**config.mk**
```make
export PLATFORM = sky130hd
export DESIGN_NAME = aes_round_sched_flat
export DESIGN_NICKNAME = d
export VERILOG_FILES = /design/src/rtl/aes_pkg.sv /design/src/rtl/aes_round_sched_if.sv /design/src/rtl/aes_rise_det.sv /design/src/rtl/aes_round_sched.sv /design/src/flat_wrapper.sv
export SDC_FILE = /design/constraint.sdc
export NUM_CORES = 1
export LEC_CHECK = 0
export CAP_MARGIN = 20
export CORE_MARGIN = 2
export CORE_UTILIZATION = 50
export CTS_BUF_LIST = sky130_fd_sc_hd__clkbuf_8 sky130_fd_sc_hd__clkbuf_16
export CTS_CLUSTER_DIAMETER = 60
export DETAILED_ROUTE_END_ITERATION = 12
export DONT_BUFFER_PORTS = 1
export GPL_TIMING_DRIVEN = 0
export HOLD_SLACK_MARGIN = 0.02
export PLACE_DENSITY = 0.77
export SYNTH_ARGS = -nofsm -noshare
export SYNTH_HDL_FRONTEND = slang
export SYNTH_SLANG_ARGS = --single-unit
```
**constraint.sdc**
```tcl
create_clock -name clk -period 5.75 [get_ports clk]
set_clock_uncertainty 0.15 [all_clocks]
set_input_delay 0.575 -clock clk [delete_from_list [all_inputs] [get_ports clk]]
set_output_delay 0.575 -clock clk [all_outputs]
set_load 0.01 [all_outputs]
```
**src/rtl/aes_pkg.sv**
```systemverilog
// Shared definitions for the AES round scheduler: one-hot state codes and
// default round count / key-generation timeout.
package aes_pkg;
  localparam int         AES_NUM_ROUNDS  = 2;
  localparam logic [7:0] AES_KEY_TIMEOUT = 8'd255;

  typedef enum logic [4:0] {
    ST_IDLE   = 5'b00001,
    ST_LOAD   = 5'b00010,
    ST_KEYGEN = 5'b00100,
    ST_WAIT   = 5'b01000,
    ST_FINISH = 5'b10000
  } aes_state_e;
endpackage

```
**src/rtl/aes_round_sched_if.sv**
```systemverilog
// Host / round-controller / key-generator handshake bundle for aes_round_sched.
// slave is the scheduler side, master is whoever drives the requests.
interface aes_round_sched_if;
  logic       start;
  logic       abort;
  logic       fsm_add_key;
  logic       fsm_result;
  logic       key_gen_ack;
  logic       load;
  logic       key_gen_req;
  logic       key_generation_done;
  logic       final_round;
  logic [3:0] round_idx;
  logic       busy;
  logic       done;
  logic       err;

  modport slave (
    input  start, abort, fsm_add_key, fsm_result, key_gen_ack,
    output load, key_gen_req, key_generation_done, final_round,
           round_idx, busy, done, err
  );
  modport master (
    output start, abort, fsm_add_key, fsm_result, key_gen_ack,
    input  load, key_gen_req, key_generation_done, final_round,
           round_idx, busy, done, err
  );
endinterface

```
**src/rtl/aes_rise_det.sv**
```systemverilog
// 1-bit rising-edge detector; history flop runs every cycle so a level held
// across state changes is only ever reported once.
module aes_rise_det (
  input  logic clk,
  input  logic nrst,
  input  logic d,
  output logic rise
);
  logic d_q;

  always_ff @(posedge clk or negedge nrst) begin
    if (!nrst) d_q <= 1'b0;
    else       d_q <= d;
  end

  assign rise = d & ~d_q;
endmodule

```
**src/rtl/aes_round_sched.sv**
```systemverilog
// AES round scheduler: sequences load, per-round key requests and round
// hand-offs to the round controller, with key-generation watchdog and abort.
module aes_round_sched
  import aes_pkg::*;
#(
  parameter int         NUM_ROUNDS  = AES_NUM_ROUNDS,
  parameter logic [7:0] KEY_TIMEOUT = AES_KEY_TIMEOUT
) (
  input  logic        clk,
  input  logic        nrst,
  aes_round_sched_if.slave bus
);
  localparam logic [3:0] ROUND_LAST = 4'(NUM_ROUNDS);

  aes_state_e state_q, state_d;
  logic [3:0] round_idx_q, round_idx_d;
  logic [7:0] wdog_q, wdog_d;
  logic       load_q, load_d, req_q, req_d, kgd_q, kgd_d, fin_q, fin_d;
  logic       busy_q, busy_d, done_q, done_d, err_q, err_d;
  logic       add_rise;
  logic [7:0] wdog_inc;

  aes_rise_det u_rise (.clk(clk), .nrst(nrst), .d(bus.fsm_add_key), .rise(add_rise));

  assign wdog_inc = wdog_q + 8'd1;

  always_comb begin
    state_d     = state_q;
    round_idx_d = round_idx_q;
    wdog_d      = wdog_q;
    req_d       = req_q;
    kgd_d       = kgd_q;
    load_d      = 1'b0;
    done_d      = 1'b0;
    err_d       = 1'b0;
    // abort wins over every other event in the same cycle
    if (bus.abort) begin
      state_d     = ST_IDLE;
      round_idx_d = '0;
      wdog_d      = '0;
      req_d       = 1'b0;
      kgd_d       = 1'b0;
    end else begin
      case (state_q)
        ST_IDLE: if (bus.start) begin
          state_d     = ST_LOAD;
          round_idx_d = 4'd1;
          load_d      = 1'b1;
        end
        ST_LOAD: begin
          state_d = ST_KEYGEN;
          req_d   = 1'b1;
          wdog_d  = '0;
        end
        ST_KEYGEN: if (bus.key_gen_ack) begin
          req_d   = 1'b0;
          kgd_d   = 1'b1;
          state_d = ST_WAIT;
        end else begin
          wdog_d = wdog_inc;
          if (wdog_inc == KEY_TIMEOUT) begin
            err_d       = 1'b1;
            state_d     = ST_IDLE;
            req_d       = 1'b0;
            round_idx_d = '0;
            wdog_d      = '0;
          end
        end
        ST_WAIT: if (add_rise) begin
          kgd_d = 1'b0;
          if (fin_q) state_d = ST_FINISH;
          else begin
            round_idx_d = round_idx_q + 4'd1;
            state_d     = ST_KEYGEN;
            req_d       = 1'b1;
            wdog_d      = '0;
          end
        end
        ST_FINISH: if (bus.fsm_result) begin
          done_d      = 1'b1;
          state_d     = ST_IDLE;
          round_idx_d = '0;
        end
        default: begin
          state_d     = ST_IDLE;
          round_idx_d = '0;
          wdog_d      = '0;
          req_d       = 1'b0;
          kgd_d       = 1'b0;
        end
      endcase
    end
    fin_d  = (state_d != ST_IDLE) && (round_idx_d == ROUND_LAST);
    busy_d = (state_d != ST_IDLE);
  end

  always_ff @(posedge clk or negedge nrst) begin
    if (!nrst) begin
      state_q     <= ST_IDLE;
      round_idx_q <= '0;
      wdog_q      <= '0;
      load_q      <= 1'b0;
      req_q       <= 1'b0;
      kgd_q       <= 1'b0;
      fin_q       <= 1'b0;
      busy_q      <= 1'b0;
      done_q      <= 1'b0;
      err_q       <= 1'b0;
    end else begin
      state_q     <= state_d;
      round_idx_q <= round_idx_d;
      wdog_q      <= wdog_d;
      load_q      <= load_d;
      req_q       <= req_d;
      kgd_q       <= kgd_d;
      fin_q       <= fin_d;
      busy_q      <= busy_d;
      done_q      <= done_d;
      err_q       <= err_d;
    end
  end

  assign bus.load                = load_q;
  assign bus.key_gen_req         = req_q;
  assign bus.key_generation_done = kgd_q;
  assign bus.final_round         = fin_q;
  assign bus.round_idx           = round_idx_q;
  assign bus.busy                = busy_q;
  assign bus.done                = done_q;
  assign bus.err                 = err_q;
endmodule

```
**src/flat_wrapper.sv**
```systemverilog
// flat-port wrapper written by rule: the top's interface ports become plain ports
module aes_round_sched_flat import aes_pkg::*;
#(
  parameter int         NUM_ROUNDS  = AES_NUM_ROUNDS,
  parameter logic [7:0] KEY_TIMEOUT = AES_KEY_TIMEOUT
)
  (clk, nrst, bus_start, bus_abort, bus_fsm_add_key, bus_fsm_result, bus_key_gen_ack, bus_load, bus_key_gen_req, bus_key_generation_done, bus_final_round, bus_round_idx, bus_busy, bus_done, bus_err);
  aes_round_sched_if bus_i ();
  input  logic clk;
  input  logic nrst;
  input wire logic [$bits(bus_i.start)-1:0] bus_start;
  input wire logic [$bits(bus_i.abort)-1:0] bus_abort;
  input wire logic [$bits(bus_i.fsm_add_key)-1:0] bus_fsm_add_key;
  input wire logic [$bits(bus_i.fsm_result)-1:0] bus_fsm_result;
  input wire logic [$bits(bus_i.key_gen_ack)-1:0] bus_key_gen_ack;
  output wire logic [$bits(bus_i.load)-1:0] bus_load;
  output wire logic [$bits(bus_i.key_gen_req)-1:0] bus_key_gen_req;
  output wire logic [$bits(bus_i.key_generation_done)-1:0] bus_key_generation_done;
  output wire logic [$bits(bus_i.final_round)-1:0] bus_final_round;
  output wire logic [$bits(bus_i.round_idx)-1:0] bus_round_idx;
  output wire logic [$bits(bus_i.busy)-1:0] bus_busy;
  output wire logic [$bits(bus_i.done)-1:0] bus_done;
  output wire logic [$bits(bus_i.err)-1:0] bus_err;
  assign bus_i.start = bus_start;
  assign bus_i.abort = bus_abort;
  assign bus_i.fsm_add_key = bus_fsm_add_key;
  assign bus_i.fsm_result = bus_fsm_result;
  assign bus_i.key_gen_ack = bus_key_gen_ack;
  assign bus_load = bus_i.load;
  assign bus_key_gen_req = bus_i.key_gen_req;
  assign bus_key_generation_done = bus_i.key_generation_done;
  assign bus_final_round = bus_i.final_round;
  assign bus_round_idx = bus_i.round_idx;
  assign bus_busy = bus_i.busy;
  assign bus_done = bus_i.done;
  assign bus_err = bus_i.err;
  aes_round_sched #(.NUM_ROUNDS(NUM_ROUNDS), .KEY_TIMEOUT(KEY_TIMEOUT)) u_core (.clk(clk), .nrst(nrst), .bus(bus_i));
endmodule
```
==> flow_metrics.tcl, run 1 <==
set metrics [dict create \
    status "complete, no violations" \
    yosys.area.top_type "dfrtp_1" \
    fmax_mhz 385.9 \
    synth_ff_type "dfrtp_1" \
    wirelength_um 3993 \
    die_area_um2 3851 \
    clock-root-buffer "clkbuf_8" \
    fin_ws_ns 3.159 \
    rows 21 \
    syn_inst 183 \
    area_growth_pct 7.869 \
    crit_path_max_fanout 9 \
    worstMarginPinSlew_ns 0.9183 \
    drt_pre_antenna_iters 4 \
    drive_above_1_share 0.1323 \
    insertion_delay_ns 0.27 \
    synth_area_leaders "dfrtp_1 36%, a22o_1 3.6%, nand2_1 3.3%" \
    via_per_inst 6.115 \
    largest_register "u_core.wdog_q" \
    arrival_ns 2.62 \
    synth_commonest_cells "24 x dfrtp_1, 15 x nand2_1, 12 x nor2_1" \
    overflow 0 \
    crit_type "flop to flop" \
    holdBufCountCts 2 \
    hp-class "primary input to flop" \
    h-tree-depth 1 \
    cts_buffer_depth 2 \
    numCtsBuffers 3 \
    comb_power_share 0.208 \
    initialDrtViolationCount 98 \
    max-slew-margin-rel 0.3826 \
    syn-num-nets 193 \
    total_power_mw 0.3701 \
    synth_top_area_share 0.3563 \
    slew_violations 0 \
    critical_path.max_stage_delay_ns 0.61 \
    cts_setup_buffers 0 \
    p_per_area_nw_per_um2 203.6 \
    grt_max_degree 26 \
    grt_pass1_vias 1410 \
    avgRoutedWirePerCell_um 16.99 \
    fin_crit_sh 0.4506 \
    synth_area_per_cell_um2 9.210 \
    vias 1437 \
    end_kind "flop" \
    io_buffer_count 0 \
    start_kind "flop" \
    holdWs_ns 0.1763 \
    p_clk_frac 0.278 \
    ios 18 \
    rsz0062_at_grt "false" \
    tns_ns 0 \
    finalHoldViolations 0 \
    ys.warnings.count 0 \
    drc 0 \
    swShare 0.2934 \
    dp_slack_ns 3.209 \
    cp_cell_sequence "or2b_1 -> a2111oi_0 -> a221oi_1 -> a311oi_1 -> nand3_1 -> nor4b_2" \
    power_frac_seq 0.514 \
    ant_nets 0 \
    post_cts_resized 0 \
    clock_sinks 25 \
    largest_reg_flops 8 \
    die_w_um 62.06 \
    cp_slowest_cell "dfstp_2" \
    die_h_um 62.06 \
    min_period_ns 2.591 \
    synth.most_common_cell "dfrtp_1" \
    cap_violations 0 \
    grt_pass1_wl_um 6486 \
    p_switching_mw 0.1086 \
    synth-async-reset-ratio 1.000 \
    grt_usage 0.2329 \
    diodes 0 \
    coreArea_um2 3284 \
    p_leak_nw 0.7634 \
    start_util 0.5131 \
    antenna_found_initial 0 \
    clkSlewWorstSetupHoldPaths_ns 0.08 \
    setup_viol 0 \
    intPower_mw 0.2615 \
    synth-edff-count 0 \
    synth_area_um2 1685 \
    dp_hpwl_um 2946 \
    critPathRequiredTime_ns 5.78 \
    fin_nets 200 \
    synth_cell_type_count 55 \
    ys_seq_area_frac 0.3719 \
    fillers 302 \
    ys_ff_latch 25 \
    tritoncts "built" \
    place_congestion 0.9497 \
    ir_worst_vdd_mv 0.1367 \
]
==> placed cells by master, fill, tap and decap left out, types with 3 or more instances in the layout <==
master and n:
dfrtp_1 24, nand2_1 15, nor2_1 12, inv_1 10, nand3_1 8, buf_2 7
nor2b_1 7, a21oi_1 7, a22o_1 7, mux2i_1 5, o21ai_0 5, a211oi_1 5
and3_1 4, nand2b_1 4, nand4_1 4, clkbuf_1 3, xor2_1 3, nor3_1 3
a31oi_1 3, a22oi_1 3, ha_1 3, clkbuf_8 3
==> worst paths after layout <==
| check | startpoint | slack (ns) | end | cells past startpoint |
|---|---|---|---|---|
| worst max-delay path | u_core.state_q[0] | 3.16 | u_core.bus.final_round | 6 |
| worst min-delay path | bus_fsm_add_key | 0.18 | u_core.u_rise.d_q | 0 |
| worst max register to register | u_core.state_q[0] | 3.16 | u_core.bus.final_round | 6 |
| worst min register to register | u_core.wdog_q[6] | 0.36 | u_core.wdog_q[6] | 1 |
| max in group asynchronous | nrst | 4.65 | u_core.state_q[0] | 2 |
| min in group asynchronous | nrst | 0.58 | u_core.state_q[1] | 2 |
==> critical path, delay by kind of cell, from the launching register on <==
| kind | cells | cell delay, ns |
|---|---|---|
| flip-flops | 1 | 0.61 |
| AND/OR/NAND/NOR | 3 | 0.69 |
| AO/OA/AOI/OAI | 3 | 1.05 |
==> power by group through the flow <==
stage | registers (mW) | clock network, mW | logic, mW
after detailed placement | 0.194 | 0 | 0.0700
final | 0.190 | 0.103 | 0.0769
after global routing | 0.191 | 0.115 | 0.0837
after floorplan | 0.192 | 0 | 0.0554
after global placement | 0.193 | 0 | 0.0670
after CTS | 0.190 | 0.108 | 0.0763
==> metrics by stage <==
| stage | area [um^2] | utilization | instances |
|---|---|---|---|
| after CTS | 1818 | 0.5535 | 235 |
| after detailed placement | 1743 | 0.5307 | 229 |
| after global placement | 1743 | 0.5307 | 229 |
| after floorplan | 1685 | - | 183 |
| final | 1818 | 0.5535 | 235 |
| after global routing | 1818 | 0.5535 | 235 |
==> area by class of cell <==
class | count | area [um^2] | share of cell area
multi-input cells | 138 | 973.4 | 0.5354
inverters | 9 | 33.78 | 0.01858
flip-flops and latches | 25 | 626.9 | 0.3448
clock buffers | 3 | 41.29 | 0.02271
well taps | 46 | 57.56 | 0.03166
repair buffers | 2 | 30.03 | 0.01652
clock inverters | 1 | 3.754 | 0.002065
plain buffers | 11 | 51.30 | 0.02822
==> per-layer routing <==
metal  wire length [um]  part of all wire  GRT usage  up-vias
li1                   -                 -          -      688
met2               1960              0.49     0.3958       40
met1               1797              0.45     0.2991      705
met4                 49             0.012    0.06991        0
met5                  0                 0          0        -
met3                186             0.047    0.04555        4
==> kinds of logic after synthesis <==
| logic type | after synthesis | synth area share |
|---|---|---|
| AOI/OAI and AO/OA | 50 | 0.2480 |
| xor gates and xnor gates | 5 | 0.02599 |
| adders and majority gates | 3 | 0.02227 |
| buffers and inverters | 20 | 0.05048 |
| DFF | 25 | 0.3719 |
| muxes | 6 | 0.03638 |
| and+or+nand+nor | 74 | 0.2450 |
Power figures use the tool's default switching activity.
==> inputs of run 2 (changes only) <==
==> constraint.sdc (replaced) <==
create_clock -name clk -period 2.5 [get_ports clk]
set_clock_uncertainty 0.15 [all_clocks]
set_input_delay 0.25 -clock clk [delete_from_list [all_inputs] [get_ports clk]]
set_output_delay 0.25 -clock clk [all_outputs]
set_load 0.01 [all_outputs]
==> run 2 against run 1 <==
Net effect:
- design area up 7.2%
- combinational power rose to 2.7 times the previous value
- core utilization up 4.0 points
- clock power up 130%
- highest routed layer unchanged
==> flow_metrics.tcl, run 2 (same netlist as run 1, synthesis figures left out) <==
set metrics [dict create \
    status "complete, no violations" \
    slew_violations 0 \
    cp_slowest_cell "dfstp_2" \
    r2r-end "u_core.bus.final_round" \
    dp_slack_ns -0.02688 \
    final_cell_mix "24 x dfrtp_1, 15 x nand2_1, 11 x nor2_1" \
    cts_buffer_depth 2 \
    dp_hpwl_um 2946 \
    fin_crit_sh 0.9633 \
    hp-class "primary input to flop" \
    crit_end "u_core.bus.final_round" \
    p_clk_frac 0.273 \
    multi_input_area_um2 1036 \
    swShare 0.3000 \
    fmax_mhz 415.2 \
    reg2reg_slack_ns 0.09 \
    setup_viol 0 \
    holdWs_ns 0.04253 \
    wirelength_um 4252 \
    crit_type "flop to flop" \
    tritoncts "built" \
    path_delay_family "compound AO/OA/AOI/OAI gates" \
    die_area_um2 3851 \
    insertion_delay_ns 0.27 \
    diodes 0 \
    rows 21 \
    start_util 0.5131 \
    power_frac_seq 0.496 \
    grt_pass1_vias 1441 \
    place_congestion 0.9497 \
    h-tree-depth 1 \
    final_util 0.5931 \
    path_buf_inv 0 \
    antenna_found_initial 0 \
    p_switching_mw 0.2648 \
    arrival_ns 2.42 \
    die_w_um 62.06 \
    grt_usage 0.2381 \
    avgRoutedWirePerCell_um 17.57 \
    initialDrtViolationCount 133 \
    io_buffer_count 0 \
    overflow 0 \
    p_per_area_nw_per_um2 453.1 \
    crit_path_max_fanout 6 \
    clock-root-buffer "clkbuf_8" \
    fin_nets 207 \
    fillers 290 \
    drt_pre_antenna_iters 4 \
    cp_cell_sequence "or3b_4 -> a2111oi_4 -> a31oi_1 -> a41o_1 -> a311oi_2 -> nor4b_2" \
    final_common_cell "dfrtp_1" \
    end_kind "flop" \
    critPathRequiredTime_ns 2.51 \
    comb_power_share 0.231 \
    coreArea_um2 3284 \
    clkSlewWorstSetupHoldPaths_ns 0.09 \
    vias 1468 \
    numCtsBuffers 3 \
    grt_pass1_wl_um 6644 \
    ir_worst_vdd_mv 0.3312 \
    layout.cells.non_filler 242 \
    path_depth 6 \
    critical_path.max_stage_delay_ns 0.60 \
    reg2reg_from "u_core.state_q[0]" \
    cap_violations 0 \
    seqCellArea_um2 626.9 \
    tns_ns 0 \
    area_growth_pct 15.59 \
    largest_reg_flops 8 \
    max-slew-margin-rel 0.6151 \
    drc 0 \
    min_period_ns 2.408 \
    worstMarginPinSlew_ns 0.5740 \
    fin_ws_ns 0.09171 \
    rsz0062_at_grt "true" \
    via_per_inst 6.066 \
    clock_sinks 25 \
    p_leak_nw 0.8301 \
    ant_nets 0 \
    intPower_mw 0.6178 \
    die_h_um 62.06 \
    place_inst 229 \
    drive_above_1_share 0.1990 \
    rr_worst_depth 6 \
    ios 18 \
    startpoint "u_core.state_q[0]" \
    finalHoldViolations 0 \
    start_kind "flop" \
    grt_max_degree 26 \
    largest_register "u_core.wdog_q" \
]
run 2: worst reg2reg max path: stages, from the launching register on:
cell,delay (ns)
dfstp_2,0.60
or3b_4,0.41
a2111oi_4,0.33
a31oi_1,0.08
a41o_1,0.30
a311oi_2,0.34
nor4b_2,0.09
run 2: cell type report:
| class | instances | share of cell area |
|---|---|---|
| buffer | 11 | 0.03147 |
| clock buffer | 3 | 0.02119 |
| clock inverter | 1 | 0.001927 |
| inverter | 9 | 0.01734 |
| multi-input combinational | 138 | 0.5318 |
| sequential | 25 | 0.3218 |
| tap | 46 | 0.02954 |
| timing repair buffer | 9 | 0.04496 |
run 2: per-layer routing:
metal,track usage,part of all wire
met1,0.2991,0.42
met2,0.4107,0.51
met3,0.04555,0.051
met4,0.07599,0.012
met5,0,0
run 2: worst min path at each step:
stage                          from  slack, ns  cells after the start                end
global route        bus_key_gen_ack       0.04                      3  u_core.state_q[2]
finish              bus_key_gen_ack       0.04                      3  u_core.state_q[2]
global placement               nrst      -0.19                      0  u_core.state_q[1]
CTS                 bus_key_gen_ack       0.03                      3  u_core.state_q[2]
floorplan                      nrst      -0.20                      0    u_core.bus.busy
detailed placement             nrst      -0.19                      0    u_core.bus.load
run 2: power groups by stage:
stage	Combinational [mW]	Sequential (mW)	Clock, mW
after floorplan	0.127	0.441	0
after global placement	0.154	0.445	0
after detailed placement	0.161	0.446	0
after CTS	0.185	0.438	0.248
after global routing	0.221	0.440	0.263
final	0.204	0.438	0.241
run 2: through the flow:
stage / instance area, um^2 / power [mW]
floorplan: 1685 / 0.5682
global placement: 1743 / 0.5990
detailed placement: 1743 / 0.6066
CTS: 1869 / 0.8705
global route: 1948 / 0.9237
finish: 1948 / 0.8826
run 2: timing repair:
action | 4_1_cts | 5_1_grt
endpoints found under the hold margin | 30 | 0
pin swaps | 1 | 8
hold buffers | 5 | 0
buffers inserted | 0 | 4
setup endpoints to repair | 3 | 10
resized for setup | 3 | 16
gates cloned | 0 | 0
